==> src/rtl/wb_result_buffer_pkg.sv <==
// Shared types for the per-unit writeback result buffer.
// Id width here must match the core's instruction id width.
package wb_result_buffer_pkg;

    localparam int ID_W = 8;

    typedef logic [ID_W-1:0] id_t;

    typedef struct packed {
        id_t         id;
        logic [31:0] data;
    } wb_buffer_entry_t;

    // A single-entry buffer still needs a legal 1-bit pointer; it is held at 0.
    function automatic int ptr_width(input int depth);
        return (depth > 1) ? $clog2(depth) : 1;
    endfunction

endpackage

==> src/rtl/wb_result_buffer.sv <==
// Result FIFO from an execution unit to the writeback arbiter; push-to-head latency 1 cycle, no bypass.
// Backpressure: result_ready drops when full and depends on registered occupancy only, never on wb_ack.
module wb_result_buffer
    import wb_result_buffer_pkg::*;
#(
    parameter int DEPTH = 2
) (
    input  logic                       clk,
    input  logic                       rst,
    input  logic                       result_valid,
    input  id_t                        result_id,
    input  logic [31:0]                result_data,
    output logic                       result_ready,
    output logic                       wb_done,
    output id_t                        wb_id,
    output logic [31:0]                wb_rd,
    input  logic                       wb_ack,
    output logic [$clog2(DEPTH+1)-1:0] count
);

    localparam int PTR_W = ptr_width(DEPTH);
    localparam int CNT_W = $clog2(DEPTH+1);
    localparam logic [CNT_W-1:0] FULL    = CNT_W'(DEPTH);
    localparam logic [CNT_W-1:0] CNT_ONE = CNT_W'(1);
    localparam logic [PTR_W-1:0] PTR_ONE = (DEPTH > 1) ? PTR_W'(1) : '0;

    wb_buffer_entry_t   mem [DEPTH];
    logic [PTR_W-1:0]   wr_ptr;
    logic [PTR_W-1:0]   rd_ptr;
    logic               push;
    logic               pop;

    // A full buffer refuses a push even when the head retires in the same cycle.
    assign result_ready = (count != FULL);
    assign wb_done      = (count != '0);
    assign push         = result_valid && result_ready;
    assign pop          = wb_ack && wb_done;

    assign wb_id = mem[rd_ptr].id;
    assign wb_rd = mem[rd_ptr].data;

    always_ff @(posedge clk or negedge rst) begin
        if (!rst) begin
            for (int i = 0; i < DEPTH; i++) begin
                mem[i] <= '0;
            end
            wr_ptr <= '0;
            rd_ptr <= '0;
            count  <= '0;
        end else begin
            if (push) begin
                mem[wr_ptr] <= '{id: result_id, data: result_data};
                wr_ptr      <= wr_ptr + PTR_ONE;
            end
            if (pop) begin
                rd_ptr <= rd_ptr + PTR_ONE;
            end
            case ({push, pop})
                2'b10:   count <= count + CNT_ONE;
                2'b01:   count <= count - CNT_ONE;
                default: count <= count;
            endcase
        end
    end

endmodule

==> config.mk <==
export PLATFORM = sky130hd
export DESIGN_NAME = wb_result_buffer
export DESIGN_NICKNAME = d
export VERILOG_FILES = /design/src/rtl/wb_result_buffer_pkg.sv /design/src/rtl/wb_result_buffer.sv
export SDC_FILE = /design/constraint.sdc
export NUM_CORES = 1
export LEC_CHECK = 0
export ABC_CLOCK_PERIOD_IN_PS = 2080
export BUFFER_PORTS_ARGS = -buffer_cell sky130_fd_sc_hd__buf_2
export CORE_MARGIN = 2
export CORE_UTILIZATION = 54
export CTS_CLUSTER_SIZE = 10
export DETAILED_ROUTE_END_ITERATION = 16
export HOLD_SLACK_MARGIN = 0.03
export MAX_ROUTING_LAYER = met4
export PLACE_DENSITY = 0.79
export SYNTH_ARGS = -nofsm -noshare
export SYNTH_HDL_FRONTEND = slang
export SYNTH_SLANG_ARGS = --single-unit
==> constraint.sdc <==
create_clock -name clk -period 2.08 [get_ports clk]
set_clock_uncertainty 0.2 [all_clocks]
set_input_delay 0.208 -clock clk [delete_from_list [all_inputs] [get_ports clk]]
set_output_delay 0.208 -clock clk [all_outputs]
set_load 0.01 [all_outputs]
==> results.yml <==
clocking:
  root_buffer: "clkbuf_8"
  clock_sinks: 84
  clockBufferDepth: 2
  cts_buffers: 9
  cts_tree: "yes"
  cts-resized-gates: 0
  h-tree-depth: 3
  clk_latency_ps: 340
  clkTransAtPathRegs_ps: 80
  postCtsSetupBuffers: 0
power_and_ir_drop:
  total_power_mw: 8.31
  peakVddDrop_mv: 0.809
  p_leak_nw: 2.47
  p_per_area_nw_per_um2: 1610
worst_setup_path:
  worstSetupStartpointType: "flop"
  critPathTopFamily: "flip-flops"
  cp_max_fo: 31
  path_cells: "buf_12 > mux2_1 > buf_2"
  critPathMaxStageDelay_ps: 390
  path_class: "reg -> out"
  worstSetupEndpointType: "output port"
  cp.arrival_ps: 1480
  required_ps: 1670
  cp_slowest_cell: "dfrtp_2"
  crit_buf_inv: 2
routing:
  drc: 0
  routedWlPerCell_um: 16.9
  ant_nets: 0
  vias: 2322
  vias_per_cell: 4.92
  detail_route.first_pass.iterations: 4
  drtIter0Drc: 54
  finalWirelength_um: 7970
timing:
  slew_violations: 0
  hold_ws_ps: 172
  period_share_pct: 90.7
  final.setup.tns_ps: 0
  fmax_mhz: 530
  slew_headroom_pct: 66.2
  hold_violations: 0
  rsz0062_at_grt: "false"
  fin_crit_ps: 1890
  tightestPinTransition_ps: 507
  setup_viol: 0
layout:
  postLayoutCellArea_um2: 5170
  nFillCells: 488
  multi_input_area_um2: 1760
  num_antenna_cells: 0
  utilization_pct: 71.3
  drive_above_1_share_pct: 60.1
  seq_area_um2: 2100
  syn_to_final_growth_pct: 27.2
  nets: 413
die:
  num_rows: 31
  dieArea_um2: 8240
  start_util_pct: 56.0
  num_io_pins: 88
  die_w_um: 90.8
  chipHeight_um: 90.8
  core_area_um2: 7250
job:
  maxCapViolCount: 0
global_routing:
  grt_pass1_wl_um: 13300
  met2_usage_pct: 33.5
  grt_use_met3_pct: 4.42
  met1_usage_pct: 27.8
  grt-ovfl-total: 0
  grt_max_degree: 41
  antenna_found_initial: 0
  grt_busiest_layer: "met2"
  grt_pass1_vias: 2645
  grt_usage_pct: 21.2
synth:
  synth-seq-cells: 84
  yosysSeqAreaShare_pct: 51.7
  synth_cell_type_count: 18
  synth.cell_area_um2: 4070
  synthCells: 232
  avgSynthCellArea_um2: 17.5
  synth_nets: 277
  yosys_warnings: 0
placed_design:
  gp_congestion: 0.725
  hpwl_um: 4860
  numPortBuffers: 87
  place_area_um2: 4540
status:
  status: "finished clean"
min_path:
  holdCritPathClass: "in -> async"
## worst reg2reg max path, cell delays in order, from the launching register on
cell and delay (ps):
dfrtp_1 450, nand2b_4 180, and3_2 220, buf_12 280, mux2_4 350
## cells by family (layout without fill, tap and decap cells)
logic type / after synthesis / after routing / synth area share [%]
muxes: 120 / 120 / 40.6
DFF: 84 / 84 / 51.7
buffers and inverters: 15 / 156 / 5.08
and+or+nand+nor: 7 / 7 / 1.20
xor gates and xnor gates: 5 / 5 / 1.08
adders and majority gates: 1 / 1 / 0.308
## synthesized netlist by cell type
cell       n  share of area (%)
dfrtp_1   84                 52
mux2_4    80                 30
mux2_2    28                7.8
mux2_1    12                3.3
buf_12     8                3.9
buf_2      4               0.49
xnor2_1    3               0.65
buf_6      2               0.55
xor2_1     2               0.43
and2_1     1               0.15
and3_1     1               0.15
and3b_1    1               0.22
clkbuf_1   1              0.092
ha_1       1               0.31
nand2_1    1              0.092
nand2b_4   1               0.34
nor2_1     1              0.092
or2_1      1               0.15
## worst paths after layout
| kind | start | endpoint | slack, ps | cells past startpoint |
|---|---|---|---|---|
| setup / recovery | rd_ptr | wb_rd[30] | 190 | 3 |
| hold / removal | rst | mem[72] | 170 | 2 |
| setup reg to reg | count[0] | mem[1] | 290 | 4 |
| hold reg to reg | wr_ptr | wr_ptr | 290 | 1 |
| max in group asynchronous | rst | mem[16] | 840 | 3 |
| min in group clk | wr_ptr | wr_ptr | 290 | 1 |
## state kept, by name, indices dropped and copies added (netlist names)
name	count
rd_ptr	1
mem	80
count	2
wr_ptr	1
## where the power goes
part	switching [mW]	leakage, nW	internal [mW]
logic	1.59	1.38	2.56
registers	0.496	0.987	2.49
clock network	0.563	0.102	0.617
total	2.65	2.47	5.67
## layer usage
| layer | vias to the layer above | routed length (µm) |
|---|---|---|
| met2 | 58 | 3830 |
| met3 | 10 | 309 |
| li1 | 1090 | - |
| met4 | 0 | 106 |
| met5 | - | 0 |
| met1 | 1164 | 3720 |
## cell type report
class	instances	area share, %
clock inverter	4	0.920
clock buffer	12	3.00
timing repair buffer	140	19.0
sequential	84	40.7
tap	99	2.40
multi-input combinational	133	34.0
## through the flow
step | setup WS [ps] | instances
4_1_cts | 182 | 472
2_1_floorplan | 329 | 232
3_5_place_dp | 324 | 413
6_report | 194 | 472
3_3_place_gp | 373 | 413
5_1_grt | 136 | 472
## layout by cell type, fill, tap and decap left out, types with 2 or more instances in the layout
cell and n:
buf_2 86, dfrtp_1 83, mux2_4 80, dlygate4sd3_1 43, mux2_2 28, mux2_1 12, clkbuf_8 11, buf_4 8
xnor2_1 3, buf_12 3, xor2_1 2, clkinv_2 2
## repair_timing
| item | 4_1_cts | 5_1_grt |
|---|---|---|
| hold endpoints to repair | 119 | 0 |
| setup endpoints to repair | 0 | 0 |
| hold buffers | 43 | 0 |
Note: power is estimated with default switching activity, not from simulation.
